==> config.mk <==
export PLATFORM = sky130hd
export DESIGN_NAME = multicycle_adder
export DESIGN_NICKNAME = d
export VERILOG_FILES = /design/src/rtl/multicycle_adder.sv
export SDC_FILE = /design/constraint.sdc
export NUM_CORES = 1
export LEC_CHECK = 0
export CAP_MARGIN = 20
export CORE_MARGIN = 2
export CORE_UTILIZATION = 35
export CTS_CLUSTER_SIZE = 24
export DETAILED_ROUTE_END_ITERATION = 12
export PLACE_DENSITY = 0.66
export SETUP_SLACK_MARGIN = 0.1
export SLEW_MARGIN = 25
export SYNTH_ARGS = -nofsm -noshare
export SYNTH_HDL_FRONTEND = slang
export SYNTH_SLANG_ARGS = --single-unit
==> constraint.sdc <==
create_clock -name clk -period 3.2 [get_ports clk]
set_input_delay 0.64 -clock clk [delete_from_list [all_inputs] [get_ports clk]]
set_output_delay 0.64 -clock clk [all_outputs]
set_load 0.01 [all_outputs]
==> src/rtl/multicycle_adder.sv <==
// multicycle_adder: digit-serial adder producing (a + b + cin) DIGIT bits per cycle
// Ports:
//   clk, rst_n           clock, asynchronous active-low reset
//   in_valid / in_ready  operand handshake (in_ready high only when idle)
//   a, b, cin            addends and carry-in, captured on accept
//   out_valid/out_ready  result handshake (out_valid high only while holding a result)
//   sum, cout, ovf       result, carry out of the MSB, two's-complement overflow
module multicycle_adder #(
  parameter int WIDTH = 8,
  parameter int DIGIT = 2
) (
  input  logic             clk,
  input  logic             rst_n,
  input  logic             in_valid,
  output logic             in_ready,
  input  logic [WIDTH-1:0] a,
  input  logic [WIDTH-1:0] b,
  input  logic             cin,
  output logic             out_valid,
  input  logic             out_ready,
  output logic [WIDTH-1:0] sum,
  output logic             cout,
  output logic             ovf
);
  localparam int N  = WIDTH / DIGIT;
  localparam int CW = $clog2(N + 1);
  typedef enum logic [1:0] {IDLE, RUN, HOLD} state_t;
  state_t           state;
  logic [WIDTH-1:0] ar, br;
  logic             c;
  logic [CW-1:0]    cnt;
  logic [DIGIT:0]   dsum;
  logic             last;
  assign dsum = {1'b0, ar[DIGIT-1:0]} + {1'b0, br[DIGIT-1:0]} + {{DIGIT{1'b0}}, c};
  assign last = cnt == CW'(N - 1);
  always_ff @(posedge clk or negedge rst_n) begin
    if (!rst_n) begin
      state     <= IDLE;
      in_ready  <= 1'b1;
      out_valid <= 1'b0;
      sum       <= '0;
      cout      <= 1'b0;
      ovf       <= 1'b0;
      ar        <= '0;
      br        <= '0;
      c         <= 1'b0;
      cnt       <= '0;
    end else begin
      case (state)
        IDLE: if (in_valid) begin
          ar       <= a;
          br       <= b;
          c        <= cin;
          cnt      <= '0;
          in_ready <= 1'b0;
          state    <= RUN;
        end
        RUN: begin
          // each new digit enters at the MSB end so the last digit lands on top
          sum <= (sum >> DIGIT) | (WIDTH'(dsum[DIGIT-1:0]) << (WIDTH - DIGIT));
          c   <= dsum[DIGIT];
          ar  <= ar >> DIGIT;
          br  <= br >> DIGIT;
          cnt <= cnt + CW'(1);
          if (last) begin
            state     <= HOLD;
            out_valid <= 1'b1;
            cout      <= dsum[DIGIT];
            // carry into the MSB recovered as a ^ b ^ sum at that bit
            ovf       <= ar[DIGIT-1] ^ br[DIGIT-1] ^ dsum[DIGIT-1] ^ dsum[DIGIT];
          end
        end
        HOLD: if (out_ready) begin
          out_valid <= 1'b0;
          in_ready  <= 1'b1;
          state     <= IDLE;
        end
        default: state <= IDLE;
      endcase
    end
  end
endmodule

# Word level (Yosys, flattened, before mapping)
# Index checks and enable logic that the tools add are counted.
# word_totals
reg_bits	34
input_bits	21
output_inout_bits	12
word_cells	50
# op_classes
addsub	3
eq_ne	6
mux	18
bitwise_logic	4
reduce_logical	9
# ops
op	count
8-bit case mux with 2 select lines	2
8-bit two-way mux	2
3-bit AND reduction	3
6-bit by 8-bit OR with 8-bit output	1
2-bit two-way mux	3
2-bit inequality test (second input constant)	3
1-bit case mux with 2 select lines	3
2-bit case mux with 3 select lines	1
3-bit case mux with 2 select lines	1
2-bit nonzero test	3
1-bit two-way mux	5
2-bit AND reduction	2
2-bit by 2-bit adder with 3-bit output	1
3-bit by 1-bit adder with 3-bit output	1
3-bit by 1-bit adder with 3-bit output (second input constant)	1
3-bit by 2-bit == test with 1-bit output (second input constant)	1
3-bit two-way mux	1
1-bit XOR	3
2-bit by 1-bit == test with 1-bit output (second input constant)	1
2-bit == test (second input constant)	1
2-bit logical NOT	1

# Longest topological paths before layout
# Gate-level depths: netlist (run 1).
# logic_depth
depth_word	4
depth_mapped	6
depth_no_buf	6

# Worst setup path before layout (run 1)
# No wires, ideal clock.
# synth_path
path_kind	register -> register
startpoint	reg c
endpoint	reg ovf
setup_ns	0.129
arrival_time_ns	1.563
required_time_ns	3.071
setup_slack_ns	1.508
path_stages_with_launch	7
path_buffers	0
period_less_slack_ns	1.692
path_cell_list	dfrtp_1 inv_1 fa_1 fa_1 xor2_1 xnor2_1 o21ai_0
# synth_between
elab_chain_cells	3
# synth_lines
element	line	source
from (decl)	30	logic c;
from (signal assigned)	53	c <= cin;
from (signal assigned)	61	c <= dsum[DIGIT];
3-bit by 1-bit adder with 3-bit output *	34	assign dsum = {1'b0, ar[DIGIT-1:0]} + {1'b0, br[DIGIT-1:0]} + {{DIGIT{1'b0}}, c};
1-bit XOR	70	ovf <= ar[DIGIT-1] ^ br[DIGIT-1] ^ dsum[DIGIT-1] ^ dsum[DIGIT];
1-bit XOR *	70	
to (signal assigned)	70	
to (decl)	23	output logic ovf
# Every way passes the cells marked *; elsewhere a longest branch is shown, timed or not.
# A chain may end at the register's enable or synchronous reset.

# Final worst setup path (run 1)
# layout_path
startpoint	reg in_ready
endpoint	out in_ready
# layout_lines
element	line	source
from (decl)	15	output logic in_ready,
from (signal assigned)	39	in_ready <= 1'b1;
from (signal assigned)	55	in_ready <= 1'b0;
from (signal assigned)	75	in_ready <= 1'b1;
# No word-level cell between the ends.

==> impl.org, run 1 <==
** Outcome
- Status :: complete, no violations

** Worst setup path
- Gate family responsible for the most delay along the worst path :: flip-flops
- The signal on the critical path passes through clkdlybuf4s50_1.
- Internal reg-to-reg setup slack :: 1.40 ns
- Category of the worst setup path capture point :: primary output
- Sum of buffers and inverters on the critical path :: 1
- For the worst flop-to-flop path, the logic depth is 6.
- Crit-path slowest cell :: sky130_fd_sc_hd__dfstp_2
- Kind of launch point of the worst setup path :: flip-flop
- Tracing the worst setup path back leads to its startpoint at in_ready.
- In this run the number of cells on the critical path is 1.
- Data required time of the critical path :: 2.56 ns
- At the worst endpoint, the arrival time is 1.35 ns.
- Endpoint of the lowest-slack register-to-register path :: ovf
- The largest single stage delay on the critical path is 0.54 ns.
- Category of the critical setup timing path :: reg -> out
- Of all nets on the critical path, the largest fanout is 3.
- Beginning of the worst register-to-register path :: c

** Place
- Count of buffers from port buffering :: 32
- Sum of net half-perimeters after detailed placement :: 2.17 mm
- Routability-driven placement finished with a final weighted congestion of 0.769.

** Clock network
- Hold-fix buffers, CTS :: 0
- The clock reaches the later pin of the worst-skew pair after 0.29 ns.
- Number of levels in the clock H-tree :: 2
- Number of CTS-inserted buffers :: 5
- CTS Root Buffer Type :: sky130_fd_sc_hd__clkbuf_8
- Clk slew on worst S/H paths :: 0.06 ns
- The clock net in this run drives a total of 34 sinks.
- Buffer count from post-CTS setup fixing :: 0
- Once the clock tree was built, the resizer swapped 0 gates to a different size.
- TritonCTS clock tree :: done
- Number of buffers on the longest clock path :: 2

** Logic synthesis
- Post-synth top area cell :: sky130_fd_sc_hd__dfrtp_1
- Count of unique library cells instantiated by Yosys :: 26
- Share of the yosys chip area belonging to registers :: 53.0%
- Synth Area per Inst :: 11.2 um^2
- Counting every instance in the synthesized netlist gives 144.
- The share of synthesized area in the top cell type comes to 51.3%.
- In the post-synthesis netlist, the biggest area contributors are sky130_fd_sc_hd__dfrtp_1 (51%), sky130_fd_sc_hd__o21ai_0 (8.1%), sky130_fd_sc_hd__mux2i_1 (7.5%).
- When the netlist entered floorplanning its net count stood at 170.
- Cell area after synthesis :: 1610 um^2
- Synth Register Bits :: 34
- Number of warnings reported in the yosys synthesis log :: 0

** Power and ir drop
- Design internal power :: 1.26 mW
- Sw Pwr :: 0.686 mW
- Share of total power in sequential cells :: 40.4%
- Combinational logic is responsible for 43.1% of the overall power.
- Switching share of power :: 35.2%
- Proportion of power drawn by the clock network :: 16.5%
- In this run the power density over the cells is 962 nW/um^2.
- The analysis attributes to cell leakage a power of 0.902 nW.
- Across the VDD grid, the largest voltage drop is 338 uV.

** Timing
- Min Tclk post-route :: 1.99 ns
- Highest clock frequency the design can meet :: 502 MHz
- Final critical-path share of the clock period :: 62.3%
- Unrepaired setup endpoints after global routing :: false
- Final-report max-slew violation count :: 0
- For the pin with the worst max-slew slack, the measured transition is 0.806 ns.
- The worst pin sits at a relative slew slack of 46.3%.
- Worst Hold Margin :: 0.482 ns
- Fin Setup TNS :: 0 ns
- Final Hold Violating Endpoints :: 0
- Setup violations remaining at the end of the flow were counted as 0.
- Setup skew after layout :: 0.00440 ns

** Global routing
- Number of global-route vias before repair :: 1,116
- Wire length of the first global-routing pass :: 5.07 mm
- Entering global routing, the biggest net connects 35 pins.
- For this run the aggregate overflow at the end of global routing stands at 0.
- Antenna violations before repair :: 0
- Across every metal layer, demand over resource in global routing totals 13.1%.

** Hold path
- Hold path startpoint :: br[4]
- The min-delay analysis places its worst path in the category reg -> reg.
- Number of cells on the worst hold path :: 2
- The worst hold path terminates at br[4].

** Detailed routing
- The first routing iteration left 41 violations.
- Before antenna repair, the detailed router went through 4 iterations.
- The count of nets left with antenna violations once routing finished came out at 0.
- Total via count after detailed routing :: 1,110
- For this run, design rule violations remaining after detail routing come to 0.
- Routed Wire Length :: 2.95 mm
- Dividing the detail-routed wire length by the instance count gives 12.8 um.
- Vias per cell :: 4.83

** Floorplan
- The floorplan has 24 rows.
- Overall die area :: 5160 um^2
- Die boundary height :: 71.8 um
- In this run the count of I/O pins placed on the die edge is 33.
- For this configuration, the core starts out at a cell density of 36.7%.
- Placeable Area :: 4380 um^2
- Measured along the x axis, the die boundary spans 71.8 um.

** Layout
- Post-layout utilization of the core :: 46.2%
- Leaving out fill and tap cells, the most frequent cell in the layout is sky130_fd_sc_hd__dfrtp_1.
- Antenna Cells :: 0
- Fraction of layout instances using a drive strength above 1 :: 10.7%
- Compared with the post-synthesis result, the final layout area differs by 25.9%.
- # fillers :: 407
- In the final design database the tool counted 203 nets.
- The multi-input combinational cells in the finished layout cover a total of 653 um^2.
- In the layout the commonest cells are sky130_fd_sc_hd__dfrtp_1 (33), sky130_fd_sc_hd__clkdlybuf4s50_1 (32), sky130_fd_sc_hd__o21ai_0 (26).
- Flip-flop and latch area :: 852 um^2

** Flow run
- The tool flagged a number of max-cap violations equal to 0.
-- synthesized netlist by cell type (all sizes together) --
cell type	n
nand2	24
fa	2
dfrtp	33
o21ai	27
ha	3
buf	8
dfstp	1
xnor2	1
a32o	1
o31ai	1
nand3b	1
xor2	1
inv	8
a21oi	6
nor2	3
nand2b	3
nor2b	2
mux2	6
mux2i	12
o21bai	1
-- metal layers --
layer	vias up	wire length [um]	global-route usage [%]
met3	6	201	5.77
met2	36	1430	21.0
li1	549	-	-
met1	519	1270	15.4
met4	0	49	5.03
met5	-	0	0
-- kinds of logic after synthesis --
| group | share of synthesized area (%) |
|---|---|
| simple gates | 9.33 |
| buf+inv | 6.45 |
| flops | 53.0 |
| mux | 12.6 |
| xor+xnor | 1.09 |
| fa+ha+maj | 4.82 |
| compound gates | 12.8 |
-- how the worst max path moves through the flow --
stage	slack [ns]	to
global route	1.17	in_ready
CTS	1.19	in_ready
detailed placement	1.20	ar[2]
finish	1.21	in_ready
floorplan	1.51	ovf
global placement	1.28	ar[3]
-- cell type report --
cell class / instances / area share (%)
sequential: 34 / 42.1
inverter: 8 / 1.48
clock buffer: 8 / 4.45
tap: 52 / 3.21
multi-input combinational: 94 / 32.2
timing repair buffer: 34 / 16.6
-- power by group through the flow --
stage / clock [mW] / combinational [mW] / sequential (mW)
2_1_floorplan: 0 / 0.675 / 0.746
3_3_place_gp: 0 / 0.826 / 0.781
4_1_cts: 0.332 / 0.860 / 0.789
5_1_grt: 0.352 / 0.947 / 0.814
3_5_place_dp: 0 / 0.860 / 0.797
6_report: 0.322 / 0.841 / 0.787
-- stage by stage --
stage,cell area (um^2),worst slack (ns),power (mW),std cells
global placement,1940,1.28,1.61,222
global route,2030,1.17,2.11,230
floorplan,1610,1.51,1.42,144
CTS,2030,1.19,1.98,230
detailed placement,1940,1.20,1.66,222
finish,2030,1.21,1.95,230
-- flip-flops by register name, indices dropped and copies added (netlist names) --
| signal | cells |
|---|---|
| ar | 8 |
| out_valid | 1 |
| sum | 8 |
| state | 2 |
| br | 8 |
| ovf | 1 |
| c | 1 |
| cout | 1 |
| in_ready | 1 |
| cnt | 3 |
Power figures use the tool's default switching activity.
==> run 2: changes to the inputs <==
==> constraint.sdc (replaced) <==
create_clock -name clk -period 1.9 [get_ports clk]
set_input_delay 0.38 -clock clk [delete_from_list [all_inputs] [get_ports clk]]
set_output_delay 0.38 -clock clk [all_outputs]
set_load 0.01 [all_outputs]
==> run 2 against run 1 <==
Compared with the run above:
- register-to-register slack got worse by 1.2 ns
- power increased by 69%
- first-iteration DRC count up 9.8%
- hold slack worse by 0.0036 ns
- wire length fell by 5.7%
- critical path type unchanged
- clock power rose by 51%
- largest cell class unchanged
==> impl.org, run 2 (synthesized netlist as in run 1, its figures left out) <==
** Power and ir drop
- The worst ir drop on vdd was 643 uV (+90%).
- The leakage dissipation is 0.908 nW (+0.66%).
- Cell Pwr Density :: 1610 nW/um^2 (+68%)

** Layout
- The fraction of layout instances using a drive strength above 1 came to 11.7% (+1.1 points).
- From synthesis to final layout, the design area changed by 26.9%.
- Largest registers :: ar x8, br x8, sum x8
- Antenna Cells :: 0 (unchanged)
- # nets final :: 205 (+0.99%)
- Most frequent standard cell in the layout excluding fill and tap cells :: sky130_fd_sc_hd__dfrtp_1
- Finished Layout Cells :: 231 (+0.43%)
- Most frequent cells in the layout :: sky130_fd_sc_hd__dfrtp_1 (33), sky130_fd_sc_hd__clkdlybuf4s50_1 (32), sky130_fd_sc_hd__o21ai_0 (25)

** Worst setup path
- Internal reg-to-reg setup slack :: 0.20 ns (-1.20 ns)
- The number of cells on the worst reg-to-reg path was 5 (-1).
- Crit-path slowest cell :: sky130_fd_sc_hd__dfstp_2
- Cell depth of the worst setup path :: 1 (unchanged)
- STA classifies the critical path endpoint as a primary output.
- Worst Setup SP :: in_ready
- The worst stage delay on the critical path came to 0.54 ns (about the same).
- Sum of buffers and inverters on the critical path :: 1 (unchanged)
- Among cell families on the critical path, the largest total delay comes from flip-flops.
- The worst setup path is launched from a flip-flop.
- By startpoint and endpoint, the worst setup path is classified as reg -> out.
- The worst register-to-register path begins at c.
- Traced cell by cell, the critical path runs through clkdlybuf4s50_1.
- Data required time of the critical path :: 1.52 ns (-1.04 ns)
- Worst endpoint data arrival time :: 1.35 ns (about the same)
- CP Capture Point :: in_ready
- Largest fanout of any net on the critical path :: 3 (unchanged)
- The worst register-to-register path ends at ovf.

** Place
- The count of input and output buffers was 32 (unchanged).
- Sum of net half-perimeters after detailed placement :: 2.12 mm (-2.3%)
- The placed cell count came to 224 (+0.90%).
- The placer congestion estimate is 0.735 (-4.3%).

** Hold path
- The path class of the tightest hold or removal check is reg -> reg.

** Timing
- The count of endpoints failing setup in the final report is 0 (unchanged).
- Fin Setup TNS :: 0 ns (unchanged)
- After layout, the worst path uses 90.9% of the clock period.
- The remaining max-slew budget at the tightest pin is 72.2% (+26 points).
- The slew at the pin closest to its max-slew limit came to 0.418 ns (-0.388 ns).
- The count of final max-slew check failures came to 0 (unchanged).
- Unrepaired setup endpoints after global routing :: false
- Highest clock frequency the design can meet :: 579 MHz
- Final Hold Violating Endpoints :: 0 (unchanged)
- The worst-case clock skew came to 0.00244 ns (-0.00196 ns).
- Min Tclk post-route :: 1.73 ns

** Flow run
- The count of max-cap constraint violations is 0 (unchanged).

** Detailed routing
- The number of nets still failing antenna checks after routing is 0 (unchanged).
- Uppermost layer routed :: met4
- The number of design rule violations left after detail routing was 0 (unchanged).
- Routed length on met3 :: 210 um (+4.5%)
- The wire length on met1 came to 1.22 mm (-4.0%).
- Total via count after detailed routing :: 1,109 (-0.090%)
- Routed Wire Length :: 2.78 mm (-5.7%)
- The iteration count of the initial detailed-routing pass was 4 (unchanged).
- The number of DRC markers in iteration 0 came to 45 (+9.8%).
- The post-detailed-route wirelength per cell was 12.0 um (-6.1%).
- The via-per-instance ratio was 4.80 (-0.52%).
- The total length of routed met2 wires came to 1.33 mm (-7.1%).

** Global routing
- Antenna violations before repair :: 0 (unchanged)
- Total routing resource utilization after global routing :: 12.6% (-0.49 points)
- The remaining global-route overflow is 0 (unchanged).
- Number of global-route vias before repair :: 1,152 (+3.2%)
- Wire length of the first global-routing pass :: 5.00 mm (-1.4%)
- The largest net degree at the start of global routing is 35 (unchanged).

** Clock network
- The clock input transition at the sequential cells of the worst setup and hold paths is 0.06 ns (about the same).
- The post-CTS setup buffer count is 0 (unchanged).
- Number of levels in the clock H-tree :: 2 (unchanged)
- The insertion delay of the later-clocked pin in the worst-skew pair was 0.28 ns (about the same).
- Number of buffers on the longest clock path :: 2 (unchanged)
- CTS placed an instance of sky130_fd_sc_hd__clkbuf_8 at the clock tree root.
- Total clock sinks :: 34 (unchanged)
- TritonCTS clock tree :: done
- The total CTS buffers was 5 (unchanged).

** Floorplan
- The placement row count was 24 (unchanged).
- Die span in x :: 71.8 um (unchanged)
- The placeable core region was 4380 um^2 (unchanged).
- The count of boundary I/O pins is 33 (unchanged).
- The overall die height came to 71.8 um (unchanged).
- The initial core utilization is 36.7% (unchanged).
- Overall die area :: 5160 um^2 (unchanged)

** Outcome
- Status :: complete, no violations
-- run 2: power breakdown --
group,internal [mW],switching (mW),total [mW]
logic,0.846,0.711,1.56
clock network,0.252,0.234,0.486
registers,1.05,0.203,1.25
total,2.15,1.15,3.29
-- run 2: cell type report --
type                            count  area (um^2)
Timing Repair Buffer               36          363
Clock buffer                        7         76.3
Inverter                            8         30.0
Multi-Input combinational cell     94          656
Fill cell                         407         2340
Sequential cell                    34          852
Tap cell                           52         65.1
-- run 2: per-layer routing --
metal	vias up	track usage, %
met5	-	0
met4	0	3.35
met3	5	5.63
met2	32	21.1
met1	523	14.7
li1	549	-
-- run 2: repair_timing --
item | CTS | global route
hold buffers | 0 | 0
setup endpoints to repair | 0 | 1
resized for setup | 0 | 2
-- run 2: metrics by stage --
stage	power, mW	setup WS [ns]	util [%]	cell area [um^2]	hold WS, ns
2_1_floorplan	2.39	0.208	-	1610	0.0844
3_3_place_gp	2.77	0.173	44.8	1960	0.461
3_5_place_dp	2.84	0.127	44.8	1960	0.470
4_1_cts	3.34	0.113	46.5	2040	0.484
5_1_grt	3.58	0.129	46.6	2040	0.503
6_report	3.29	0.172	46.6	2040	0.478
-- run 2: worst min path at each step --
| stage | startpoint | endpoint | slack (ns) | cells after the start |
|---|---|---|---|---|
| after CTS | ar[2] | ar[2] | 0.48 | 2 |
| after detailed placement | ar[2] | ar[2] | 0.47 | 2 |
| after global routing | c | c | 0.50 | 2 |
| after floorplan | rst_n | ar[0] | 0.08 | 0 |
| final | ar[2] | ar[2] | 0.48 | 2 |
| after global placement | ar[2] | ar[2] | 0.46 | 2 |
==> run 3: changes to the inputs <==
--- a/config.mk
+++ b/config.mk
@@ -6,6 +6,7 @@
 export NUM_CORES = 1
 export LEC_CHECK = 0
 export CAP_MARGIN = 20
+export CORE_ASPECT_RATIO = 1.5
 export CORE_MARGIN = 2
 export CORE_UTILIZATION = 35
 export CTS_CLUSTER_SIZE = 24
==> run 3 against run 2 <==
Compared with the run above:
- cell count fell by 0.87%
- wire length rose by 8.4%
- clock-buffer cell count fell by 1
- combinational power rose by 3%
- sequential cell count did not move
- clock power rose by 2%
- critical path depth did not move
- maximum frequency fell by 0.43%
- first-iteration DRC count fell by 56%
- hold slack improved by 0.0026 ns
- utilization fell by 0.44 points
- register-to-register slack got worse by 0.03 ns
- critical path type unchanged
- largest cell class unchanged
- highest routed layer unchanged
==> impl.org, run 3 (synthesized netlist as in run 1, its figures left out) <==
** Floorplan
- The total die area came to 5170 um^2 (+0.21%).
- Starting density of the core :: 36.0% (-0.68 points)
- Count of boundary I/O pins :: 33 (unchanged)
- Placeable Area :: 4470 um^2 (+1.9%)
- The width of the chip was 59.4 um (-17%).
- Die boundary height :: 87.0 um (+21%)
- Placement Rows :: 30 (+25%)

** Timing
- Max-Slew Margin vs Limit :: 59.0% (-13 points)
- The part of the cycle the worst path needs was 91.3% (+0.40 points).
- Fin Setup TNS :: 0 ns (unchanged)
- Min Tclk post-route :: 1.74 ns (+0.00752 ns)
- The worst-case clock skew came to 0.00853 ns (+0.00609 ns).
- Final Setup Violations :: 0 (unchanged)
- Final Hold Violating Endpoints :: 0 (unchanged)
- Final-report max-slew violation count :: 0 (unchanged)
- Transition time of the tightest slew-check pin :: 0.615 ns (+0.197 ns)
- Setup repair after global routing left no endpoint under its margin.
- The upper clock frequency limit came to 576 MHz (-0.43%).

** Layout
- Most frequent standard cell in the layout excluding fill and tap cells :: sky130_fd_sc_hd__dfrtp_1
- Synth-to-layout area growth :: 28.1%
- Flip-flop and latch area :: 852 um^2 (unchanged)
- The largest registers in the layout are ar x8, br x8, sum x8.
- The antenna cell count is 0 (unchanged).
- Footprint of the multi-input gates :: 666 um^2 (+1.5%)
- Most frequent cells in the layout :: sky130_fd_sc_hd__dfrtp_1 (33), sky130_fd_sc_hd__clkdlybuf4s50_1 (32), sky130_fd_sc_hd__o21ai_0 (25)
- Final instance area :: 2060 um^2 (+0.92%)
- The total of fill cells in the finished design was 438 (+7.6%).
- The net total in the final layout came to 206 (+0.49%).
- The fraction of layout instances using a drive strength above 1 came to 14.4% (+2.6 points).

** Place
- The count of input and output buffers came to 32 (unchanged).
- RePlAce Congestion :: 0.710 (-3.5%)
- The total half-perimeter wirelength after legalization and detailed placement is 2.23 mm (+5.0%).
- Area after detailed placement :: 1960 um^2 (-0.25%)

** Power and ir drop
- Overall power of the completed layout :: 3.39 mW (+2.8%)
- The relative contribution of the clock network to total power was 14.6% (about the same).
- Switching share of power :: 35.8% (+0.93 points)
- Maximum vdd drop :: 474 uV (-26%)
- The leakage dissipation came to 0.921 nW (+1.5%).
- Share of total power in sequential cells :: 38.0% (about the same)
- The cell-internal power is 2.17 mW (+1.3%).
- The combinational share of power came to 47.4% (about the same).
- Cell Pwr Density :: 1640 nW/um^2 (+1.8%)
- Sw Pwr :: 1.21 mW (+5.5%)

** Hold path
- Hold crit path type :: reg -> reg
- Number of cells on the worst hold path :: 2 (unchanged)

** Detailed routing
- The post-detailed-route wirelength per cell is 13.2 um (+9.3%).
- The number of design rule violations left after detail routing is 0 (unchanged).
- Number of nets with antenna violations after detailed routing :: 0 (unchanged)
- Total via count after detailed routing :: 1,105 (-0.36%)
- The total detailed-routing wirelength came to 3.01 mm (+8.4%).
- The number of DRC markers in iteration 0 was 20 (-56%).
- First drt pass iteration count :: 4 (unchanged)
- Vias per cell :: 4.83 (+0.51%)

** Global routing
- The remaining global-route overflow is 0 (unchanged).
- Antenna violations before repair :: 0 (unchanged)
- Number of global-route vias before repair :: 1,103 (-4.3%)
- Wire length of the first global-routing pass :: 5.15 mm (+2.9%)
- Total routing resource utilization after global routing :: 13.3% (+0.75 points)
- Maximum number of pins on one net before global-route repair :: 35 (unchanged)

** Worst setup path
- The critical path is of the reg -> out type.
- The maximum fanout count along the critical path came to 3 (unchanged).
- Among cell families on the critical path, the largest total delay comes from flip-flops.
- Cells along the critical path :: clkdlybuf4s50_1
- On the critical path, the stage with the largest delay is an instance of sky130_fd_sc_hd__dfstp_2.
- Category of the worst setup path capture point :: primary output
- The number of cells on the worst reg-to-reg path came to 6 (+1).
- Highest cell delay on the worst timing path :: 0.54 ns (about the same)
- Cell depth of the worst setup path :: 1 (unchanged)
- The critical path data arrival time came to 1.36 ns (about the same).
- The data required time at the worst endpoint was 1.52 ns (about the same).
- The worst setup path is launched from a flip-flop.
- The register-to-register setup slack came to 0.17 ns (-0.03 ns).
- The count of buffering cells on the critical path with inverters included is 1 (unchanged).

** Flow run
- The count of max-cap constraint violations came to 0 (unchanged).

** Clock network
- The number of sinks on the clock net is 34 (unchanged).
- Clk slew on worst S/H paths :: 0.07 ns (about the same)
- Hold-fix buffers, CTS :: 0 (unchanged)
- Number of buffers on the longest clock path :: 2 (unchanged)
- Number of levels in the clock H-tree :: 2 (unchanged)
- Number of CTS-inserted buffers :: 5 (unchanged)
- Clock latency on the worst-skew pair :: 0.28 ns (about the same)
- CTS placed an instance of sky130_fd_sc_hd__clkbuf_8 at the clock tree root.
- TritonCTS built the clock tree.

** Outcome
- The flow ran to the end, and the final reports show no timing, DRC or antenna violations.
-- run 3: timing repair --
item | in CTS | in global routing
resized for setup | 1 | 3
endpoints found under the hold margin | 0 | 0
setup buffers | 0 | 1
pin swaps | 0 | 3
setup endpoints to repair | 1 | 1
-- run 3: cell type report --
class	count	share of cell area (%)
flip-flops and latches	34	41.3
multi-input cells	94	32.3
repair buffers	37	18.0
clock buffers	6	3.52
well taps	48	2.91
inverters	8	1.46
clock inverters	2	0.486
-- run 3: metal layers --
layer,GRT usage [%],up-vias,part of all wire [%]
li1,-,551,-
met1,14.8,518,41
met2,23.0,30,52
met3,2.82,6,4.7
met4,7.44,0,2.6
met5,0,-,0
-- run 3: power by group through the flow --
stage,registers (mW),clock network [mW],logic [mW]
floorplan,1.26,0,1.14
global placement,1.28,0,1.48
detailed placement,1.31,0,1.55
CTS,1.29,0.518,1.57
global route,1.34,0.547,1.78
finish,1.29,0.496,1.60
-- run 3: worst paths after layout --
kind,startpoint,to
setup / recovery,in_ready,in_ready
hold / removal,ar[4],ar[4]
setup reg to reg,br[0],ovf
hold reg to reg,ar[4],ar[4]
max in group asynchronous,rst_n,in_ready
min in group asynchronous,rst_n,sum[6]
-- run 3: stage by stage --
stage	setup slack (ns)	cells	utilization, %	hold slack (ns)
floorplan	0.208	144	-	0.0844
global placement	0.174	220	43.8	0.461
detailed placement	0.0687	220	43.8	0.470
CTS	0.119	228	45.7	0.485
global route	0.105	229	46.1	0.523
finish	0.165	229	46.1	0.481
